===== src/rtl/mc_pu_sched.sv =====
// mc_pu_sched: memory-controller command sequencer with round-robin sharing
// of the operand buses across NUM_PU processing units.
// A job is one bulk load, then repeated transfer -> dispatch -> wait-for-PU
// rounds, one per operand pair.
// Optional build macro MC_SCHED_TIMEOUT_EN adds a per-state watchdog that
// cancels the job exactly like abort when a state stalls too long.
module mc_pu_sched #(
  parameter int NUM_PU  = 4,
  parameter int PTR_W   = 2,
  parameter int MAX_LEN = 31
`ifdef MC_SCHED_TIMEOUT_EN
  , parameter int TIMEOUT_CYCLES = 255
`endif
) (
  input  logic              mc_clk,
  input  logic              mc_reset,
  input  logic              start,
  input  logic [5:0]        length,
  input  logic              abort,
  output logic              busy,
  output logic              done,
  output logic              aborted,
  output logic [2:0]        mc_data_contition,
  output logic [5:0]        mc_data_length,
  input  logic              mc_done,
  output logic [NUM_PU-1:0] pu_valid,
  input  logic [NUM_PU-1:0] pu_ready,
  input  logic [NUM_PU-1:0] pu_done,
  output logic [PTR_W-1:0]  pu_sel
);

  typedef enum logic [2:0] {
    IDLE, LOAD, XFER, DISPATCH, WAIT_PU, FINISH
  } state_t;

  localparam logic [2:0] CmdIdle = 3'b000;
  localparam logic [2:0] CmdLoad = 3'b100;
  localparam logic [2:0] CmdXfer = 3'b010;
  localparam logic [2:0] CmdProc = 3'b001;
  localparam logic [5:0] MaxLen  = 6'(MAX_LEN);
  localparam logic [PTR_W-1:0] LastPtr = PTR_W'(NUM_PU - 1);

  state_t              state_q, state_d;
  logic [5:0]          len_q, len_d;
  logic [5:0]          pair_cnt_q, pair_cnt_d;
  logic [PTR_W-1:0]    ptr_q, ptr_d;
  logic                busy_q, busy_d;
  logic                done_q, done_d;
  logic                aborted_q, aborted_d;
  logic                abort_flag_q, abort_flag_d;
  logic [2:0]          cmd_q, cmd_d;
  logic [5:0]          mlen_q, mlen_d;
  logic [NUM_PU-1:0]   pu_valid_q, pu_valid_d;
  logic [PTR_W-1:0]    pu_sel_q, pu_sel_d;
  logic [5:0]          clamped;
  logic                active;
  logic                abort_evt;

  // Clamp the requested length to the RAM depth and flag the stallable states
  always_comb begin
    clamped = (length > MaxLen) ? MaxLen : length;
    active  = (state_q != IDLE) && (state_q != FINISH);
  end

`ifdef MC_SCHED_TIMEOUT_EN
  logic [7:0] wdog_q, wdog_d;

  // Watchdog restarts on every state change and only runs while waiting on others
  always_comb begin
    wdog_d = 8'd0;
    if ((state_d == state_q) &&
        ((state_q == LOAD) || (state_q == XFER) || (state_q == WAIT_PU)))
      wdog_d = wdog_q + 8'd1;
    abort_evt = abort || (active && (wdog_q == 8'(TIMEOUT_CYCLES)));
  end

  // Watchdog register
  always_ff @(posedge mc_clk or posedge mc_reset) begin
    if (mc_reset) wdog_q <= 8'd0;
    else          wdog_q <= wdog_d;
  end
`else
  // Without the watchdog only an explicit abort cancels a job
  always_comb begin
    abort_evt = abort;
  end
`endif

  // Next-state and registered-output logic; abort outranks every other event
  always_comb begin
    state_d      = state_q;
    len_d        = len_q;
    pair_cnt_d   = pair_cnt_q;
    ptr_d        = ptr_q;
    busy_d       = busy_q;
    done_d       = 1'b0;
    aborted_d    = 1'b0;
    abort_flag_d = abort_flag_q;
    cmd_d        = cmd_q;
    mlen_d       = mlen_q;
    pu_valid_d   = pu_valid_q;
    pu_sel_d     = pu_sel_q;
    if (active && abort_evt) begin
      cmd_d        = CmdIdle;
      pu_valid_d   = '0;
      abort_flag_d = 1'b1;
      state_d      = FINISH;
    end else begin
      case (state_q)
        IDLE: begin
          if (start) begin
            len_d        = clamped;
            mlen_d       = clamped;
            busy_d       = 1'b1;
            pair_cnt_d   = 6'd0;
            abort_flag_d = 1'b0;
            if (clamped == 6'd0) begin
              state_d = FINISH;
            end else begin
              cmd_d   = CmdLoad;
              state_d = LOAD;
            end
          end
        end
        LOAD: begin
          if (mc_done) begin
            cmd_d   = CmdXfer;
            state_d = XFER;
          end
        end
        XFER: begin
          if (mc_done) begin
            pu_valid_d        = '0;
            pu_valid_d[ptr_q] = 1'b1;
            pu_sel_d          = ptr_q;
            state_d           = DISPATCH;
          end
        end
        DISPATCH: begin
          if (pu_ready[ptr_q]) begin
            pu_valid_d = '0;
            cmd_d      = CmdProc;
            pair_cnt_d = pair_cnt_q + 6'd1;
            state_d    = WAIT_PU;
          end
        end
        WAIT_PU: begin
          if (pu_done[ptr_q]) begin
            ptr_d = (ptr_q == LastPtr) ? '0 : ptr_q + PTR_W'(1);
            if (pair_cnt_q == len_q) begin
              cmd_d   = CmdIdle;
              state_d = FINISH;
            end else begin
              cmd_d   = CmdXfer;
              state_d = XFER;
            end
          end
        end
        FINISH: begin
          done_d    = 1'b1;
          aborted_d = abort_flag_q;
          busy_d    = 1'b0;
          state_d   = IDLE;
        end
        default: state_d = IDLE;
      endcase
    end
  end

  // State and output registers; reset drops everything back to idle at once
  always_ff @(posedge mc_clk or posedge mc_reset) begin
    if (mc_reset) begin
      state_q      <= IDLE;
      len_q        <= 6'd0;
      pair_cnt_q   <= 6'd0;
      ptr_q        <= '0;
      busy_q       <= 1'b0;
      done_q       <= 1'b0;
      aborted_q    <= 1'b0;
      abort_flag_q <= 1'b0;
      cmd_q        <= CmdIdle;
      mlen_q       <= 6'd0;
      pu_valid_q   <= '0;
      pu_sel_q     <= '0;
    end else begin
      state_q      <= state_d;
      len_q        <= len_d;
      pair_cnt_q   <= pair_cnt_d;
      ptr_q        <= ptr_d;
      busy_q       <= busy_d;
      done_q       <= done_d;
      aborted_q    <= aborted_d;
      abort_flag_q <= abort_flag_d;
      cmd_q        <= cmd_d;
      mlen_q       <= mlen_d;
      pu_valid_q   <= pu_valid_d;
      pu_sel_q     <= pu_sel_d;
    end
  end

  assign busy              = busy_q;
  assign done              = done_q;
  assign aborted           = aborted_q;
  assign mc_data_contition = cmd_q;
  assign mc_data_length    = mlen_q;
  assign pu_valid          = pu_valid_q;
  assign pu_sel            = pu_sel_q;

endmodule


===== config.mk =====
export PLATFORM = sky130hd
export DESIGN_NAME = mc_pu_sched
export DESIGN_NICKNAME = d
export VERILOG_FILES = /design/src/rtl/mc_pu_sched.sv
export SDC_FILE = /design/constraint.sdc
export NUM_CORES = 1
export LEC_CHECK = 0
export ABC_AREA = 1
export CELL_PAD_IN_SITES_DETAIL_PLACEMENT = 0
export CELL_PAD_IN_SITES_GLOBAL_PLACEMENT = 1
export CORE_MARGIN = 2
export CORE_UTILIZATION = 24
export CTS_BUF_LIST = sky130_fd_sc_hd__clkbuf_8
export DETAILED_ROUTE_END_ITERATION = 8
export HOLD_SLACK_MARGIN = 0.06
export PLACE_DENSITY = 0.65
export SYNTH_ARGS = -nofsm -noshare
export SYNTH_HDL_FRONTEND = slang
export SYNTH_SLANG_ARGS = --single-unit
export TNS_END_PERCENT = 100

===== constraint.sdc =====
create_clock -name mc_clk -period 1.65 [get_ports mc_clk]
set_clock_uncertainty 0.2 [all_clocks]
set_input_delay 0.495 -clock mc_clk [delete_from_list [all_inputs] [get_ports mc_clk]]
set_output_delay 0.495 -clock mc_clk [all_outputs]
set_load 0.05 [all_outputs]

==> run metrics, run 1 <==
FF/Latch Area=757 sq um; final setup fails=0; Peak VDD IR=approximately 0.86 mV; worst r2r path cells=8; TNS Setup=0 ps; RSZ-0062 raised after global routing=yes; Total GRT Usage=0.123; CTS Hold Bufs=0; R2R Path End=state_q[0]; clock power share=0.108; Post-synth ARST share=1.00; clock sinks=30; FMAX=between 600 and 700 MHz; hold slack=323 ps; first-pass iteration count of the detailed router=4; initial antenna violation count=0; synthesized area per cell=around 7.5 sq um; Worst Path Arrival=1630 ps; Cell Area, Synth=0.00176 sq mm; Power Density=just under 2000 mW/mm^2; root buffer cell=clkbuf_8; gr ovfl total=0; Synth area leaders=dfrtp_1, nand2_1, inv_1; vias in the first global route=1717; Mapped Cells=234; Synth top area share=0.426; Combinational Power Share=0.657; H-tree depth=2; critical path capture point type=flop; fin cells=between 400 and 500; core area=0.00718 sq mm; Final Power=5.81 mW; number of enable flip-flop cells after synthesis=0; TritonCTS buffer count=5; net switching power=2.73 mW; leakage=1.46 nW; CTS tree=done; Die ar.=0.00805 sq mm; first-pass GRT wire length=8110 um; top_reg_cell synth=dfrtp_1; Final HPWL DP=between 3000 and 4000 um; area grow syn2layout=71.0%; sequential area share after synthesis=0.426; number of synthesized register bits=30; Fillers=719; critical path type=flop to flop; Residual DRC=0; final setup margin=approximately 11 ps; Seq pwr share=0.235; fin crit share=0.993; Post-Syn Nets=258; Routed WL=4830 um; DP Worst Slack=-446 ps; Final Util=0.420; Ys Warns=0; r2r setup slk=10 ps; Hold Crit Depth=2; fin nets=334; WHS Endpoint=aborted; Initial Util=0.246; Multi-input gate area=~0.0011 sq mm; Rel. slew slack=0.825; Max clock buf depth=2; Std-Cell Rows=31; chip width=89.7 um; largest net degree at the start of global routing=31; via/cell ratio=approximately 4.3; antenna cells=0; Die Ht=89.7 um; status=finished clean; Max-cap violations=0; IO Port Bufs=36; r2r startpoint=state_q[2]; DR vias=~1700; I/O pins=37; Reg clk slew, reported paths=70 ps; fin area=0.00302 sq mm; critical path data required time=1650 ps; Worst Hold Class=flop to flop; post-synth top area cell=dfrtp_1; Worst-Margin Slew=261 ps; Worst-Skew Late Latency=280 ps; Yosys cell types=25; share of layout cells above drive strength 1=0.373; max-slew violations=0; placed cell areas=around 0.0026 sq mm; CP Launch Type=flop; Sw Ratio=0.470; Iter 0 DRT Violations=46; Placed Cells incl. Taps=389; WL/cell=11.8 um; P_int=3.08 mW; Hold Startpoint=abort_flag_q; final hold vios=0; crit path time final=1640 ps; Critical Path Fanout Max=7; Final ANT Viol Nets=0; RD Place Congestion=~0.81
## power by group through the flow
stage	sequential [mW]	combinational, mW	clock (mW)
finish	1.36	3.82	0.628
global route	1.40	4.13	0.684
CTS	1.34	3.47	0.646
detailed placement	1.34	3.22	0
global placement	1.33	3.21	0
floorplan	1.83	1.25	0
## state kept, by name, summed over array words and instances, names as in the netlist
register / flops
aborted: 1
pair_cnt_q: 6
abort_flag_q: 1
mc_data_contition: 3
pu_valid: 4
mc_data_length: 6
ptr_q: 2
busy: 1
done: 1
pu_sel: 2
state_q: 3
## critical path, stage by stage (launching register included)
cell and delay (ps):
dfrtp_2 440, buf_4 150, nand3_2 100, nand3_4 150, nand3_2 120, nand2_4 80
nor2_4 150, nand2_1 60, o21ai_1 90
## area by class of cell
type | count | area share
inverters | 32 | 0.0465
flip-flops and latches | 30 | 0.251
clock inverters | 2 | 0.00415
well taps | 99 | 0.0411
repair buffers | 71 | 0.277
clock buffers | 6 | 0.0274
multi-input cells | 170 | 0.353
## metal layers
metal / vias up / track usage / part of all wire
met4: 0 / 0.0462 / 0.014
met5: - / 0 / 0
met2: 22 / 0.198 / 0.49
met1: 825 / 0.165 / 0.47
met3: 5 / 0.0235 / 0.028
li1: 892 / - / -
## worst max-delay path by stage
stage,endpoint,startpoint,slack [ps],cells after the start
6_report,state_q[0],state_q[2],10,8
5_1_grt,pu_valid[0],state_q[0],-50,7
4_1_cts,mc_data_contition[2],length[5],4,9
3_5_place_dp,mc_data_contition[2],length[5],-450,9
3_3_place_gp,state_q[0],abort,-450,9
2_1_floorplan,mc_data_contition[2],ptr_q[0],70,10
## cells in the mapped netlist (2+ instances only)
master   instances
nand4_1          3
inv_2            3
nand3_1         13
xor2_1           3
nand2_1         76
nor2_2           4
a21oi_1          3
o21ai_0         17
nand3_4          2
nand2_2          3
nand3_2          4
nor2_1          19
ha_1             5
nor3_1           2
dfrtp_1         30
inv_1           29
o21ai_1         10
## cells in the final DEF, fill, tap and decap left out, types with 3 or more instances in the layout
cell,synthesis,routed
nand3_2,4,7
nor2_4,1,8
nand2_4,1,5
inv_1,29,27
o21ai_2,1,3
a21oi_1,3,3
nand3_1,13,7
buf_12,0,20
xor2_1,3,3
o21ai_1,10,10
buf_6,1,5
o21ai_0,17,15
buf_4,0,27
nand2_1,76,63
nand2_2,3,11
clkdlybuf4s50_1,0,5
nand3_4,2,5
clkbuf_8,0,6
nand4_1,3,3
inv_4,0,3
ha_1,5,5
dfrtp_2,0,5
nor2_1,19,14
dlygate4sd2_1,0,11
dfrtp_1,30,25
## timing repair
action | in CTS | in global routing
cloned | 0 | 1
setup buffers | 6 | 6
pin swaps | 23 | 13
endpoints found under the setup margin | 19 | 23
endpoints found under the hold margin | 0 | 0
gates resized for setup | 42 | 39
## logic make-up (layout without fill, tap and decap cells)
family	Yosys count	after routing	share of synthesized area
xor+xnor	4	4	0.0199
flops	30	30	0.426
fa+ha+maj	5	5	0.0355
buf+inv	34	111	0.0774
compound gates	32	32	0.102
simple gates	129	129	0.339
Note: power is estimated with default switching activity, not from simulation.
==> run 2, diff against run 1 <==
--- a/config.mk
+++ b/config.mk
@@ -9,11 +9,11 @@
 export CELL_PAD_IN_SITES_DETAIL_PLACEMENT = 0
 export CELL_PAD_IN_SITES_GLOBAL_PLACEMENT = 1
 export CORE_MARGIN = 2
-export CORE_UTILIZATION = 24
+export CORE_UTILIZATION = 34
 export CTS_BUF_LIST = sky130_fd_sc_hd__clkbuf_8
 export DETAILED_ROUTE_END_ITERATION = 8
 export HOLD_SLACK_MARGIN = 0.06
-export PLACE_DENSITY = 0.65
+export PLACE_DENSITY = 0.84
 export SYNTH_ARGS = -nofsm -noshare
 export SYNTH_HDL_FRONTEND = slang
 export SYNTH_SLANG_ARGS = --single-unit
==> run metrics, run 2 (synthesis gave the netlist of run 1 again) <==
status=finished clean; Die ar.=0.00578 sq mm (-28%); leakage=1.44 nW (-1.6%); Fillers=446 (-38%); root buffer cell=clkbuf_8; share of layout cells above drive strength 1=0.349 (-0.0243); highest metal used=met4; RD Place Congestion=0.874 (+7.6%); Final ANT Viol Nets=0 (unchanged); initial antenna violation count=0 (unchanged); H-tree depth=2 (unchanged); fin cells=374 (-8.8%); Final Power=5.72 mW (-1.5%); Routed WL=4450 um (-8.0%); Peak VDD IR=1.14 mV (+33%); r2r setup slk=20 ps (about the same); FF/Latch Area=758 sq um (+0.17%); critical path capture point type=flop; core area=0.00504 sq mm (-30%); DP Worst Slack=-459 ps (-12.9 ps); Hold Startpoint=length[0]; Die Ht=76.0 um (-15%); critical path data required time=1690 ps (+40 ps); Std-Cell Rows=26 (-16%); Total GRT Usage=0.161 (+0.0378); WL/cell=11.9 um (+0.85%); wl on met1=2040 um (-9.6%); CP Launch Type=input pin; slowest stage delay, CP=390 ps (-50 ps); wire length on met3=200 um (+47%); largest net degree at the start of global routing=31 (unchanged); Residual DRC=0 (unchanged); fin crit share=0.994 (about the same); Placed Cells incl. Taps=359 (-7.7%); crit path time final=1640 ps (+1.03 ps); vias in the first global route=1688 (-1.7%); CP delay by family, top=simple AND/OR/NAND/NOR gates; WHS Endpoint=mc_data_length[0]; final setup margin=10.1 ps (-1.03 ps); worst r2r path cells=8 (unchanged); Worst-Margin Slew=347 ps (+86.2 ps); met2 WL=2130 um (-10%); Rel. slew slack=0.768 (-0.0567); Max-cap violations=0 (unchanged); RSZ-0062 raised after global routing=yes; Worst Hold Class=input pin to flop; IO Port Bufs=36 (unchanged); R2R Path End=state_q[2]; Worst-Skew Late Latency=290 ps (about the same); Initial Util=0.350 (+0.104); TritonCTS buffer count=5 (unchanged); cell mode on critical path=nand2_2; gr ovfl total=0 (unchanged); I/O pins=37 (unchanged); Final HPWL DP=3130 um (-12%); first-pass GRT wire length=7510 um (-7.5%); chip width=76.0 um (-15%); CTS tree=done; placed cell areas=0.00254 sq mm (-2.2%); Power Density=1970 mW/mm^2 (+2.0%); fin nets=327 (-2.1%); CP cell instances=clkdlybuf4s50_1 > or2_4 > nor2_4 > nand2_2 > nand2_2 > nor2_2 > nand2_2 > nand2_1 > nand2_1; Worst Path Arrival=1680 ps (+50 ps); final setup fails=0 (unchanged); Hold Crit Depth=3 (+1); antenna cells=0 (unchanged); Max clock buf depth=2 (unchanged); r2r startpoint=state_q[1]; commonest non-fill, non-tap cells in the layout=nand2_1, inv_1, dfrtp_1; critical path type=input pin to flop; via/cell ratio=4.58 (+7.7%); max-slew violations=0 (unchanged); first-pass iteration count of the detailed router=4 (unchanged); Reg clk slew, reported paths=70 ps (about the same); Crit-path slowest cell=clkdlybuf4s50_1; area grow syn2layout=65.2%; CTS Hold Bufs=0 (unchanged); clock sinks=30 (unchanged); hold slack=323 ps (+0.162 ps); most common cell after layout, fill and taps aside=nand2_1; Multi-input gate area=0.00105 sq mm (-0.94%); Bufs and invs on worst path=1 (unchanged); Critical Path Fanout Max=4 (-3); Iter 0 DRT Violations=81 (+76%); fin area=0.00291 sq mm (-3.4%); final hold vios=0 (unchanged); FMAX=610 MHz (about the same); Final Util=0.577 (+0.157); DR vias=1714 (-1.7%); TNS Setup=0 ps (unchanged)
[run 2: cell types whose count changed in the layout (fill, tap and decap cells not counted), moves of 2 or more]
cell,before,now
o21ai_2,3,1
clkdlybuf4s50_1,5,7
dlygate4sd2_1,11,9
nor2_2,2,4
nor2_4,8,6
nand2_1,63,67
nand2_4,5,7
nand2_2,11,6
buf_4,27,22
[run 2: timing repair]
action | in CTS | in global routing
resized for setup | 30 | 39
gates cloned | 0 | 0
pin swaps | 19 | 31
endpoints found under the setup margin | 18 | 20
setup buffers | 1 | 6
[run 2: worst min-delay path, delay by kind of cell]
family,cells,cell delay [ps]
AO/OA/AOI/OAI,2,160
buffers and inverters,1,120
[run 2: cell type report]
class                      count  area share
inverter                      32      0.0438
sequential                    30       0.260
tap                           70      0.0301
clock inverter                 3      0.0138
clock buffer                   5      0.0236
timing repair buffer          64       0.266
multi-input combinational    170       0.362
[run 2: power breakdown]
group          total, mW  internal [mW]  switching [mW]  leakage (nW)
Combinational       3.61           1.59            2.02          1.00
Sequential          1.36           1.02           0.341         0.377
Clock              0.757          0.444           0.312        0.0579
Total               5.72           3.05            2.67          1.44
[run 2: worst max-delay path by stage]
stage,from,endpoint,cells past startpoint
after global routing,state_q[2],pu_valid[3],8
after detailed placement,length[5],mc_data_contition[2],9
after CTS,length[5],mc_data_contition[2],9
final,length[2],mc_data_contition[1],9
after floorplan,ptr_q[0],mc_data_contition[2],10
after global placement,length[5],mc_data_contition[2],9
[run 2: metal layers]
metal / GRT usage / up-vias
met3: 0.0367 / 8
li1: - / 880
met2: 0.257 / 35
met1: 0.216 / 791
met4: 0.0564 / 0
met5: 0 / -
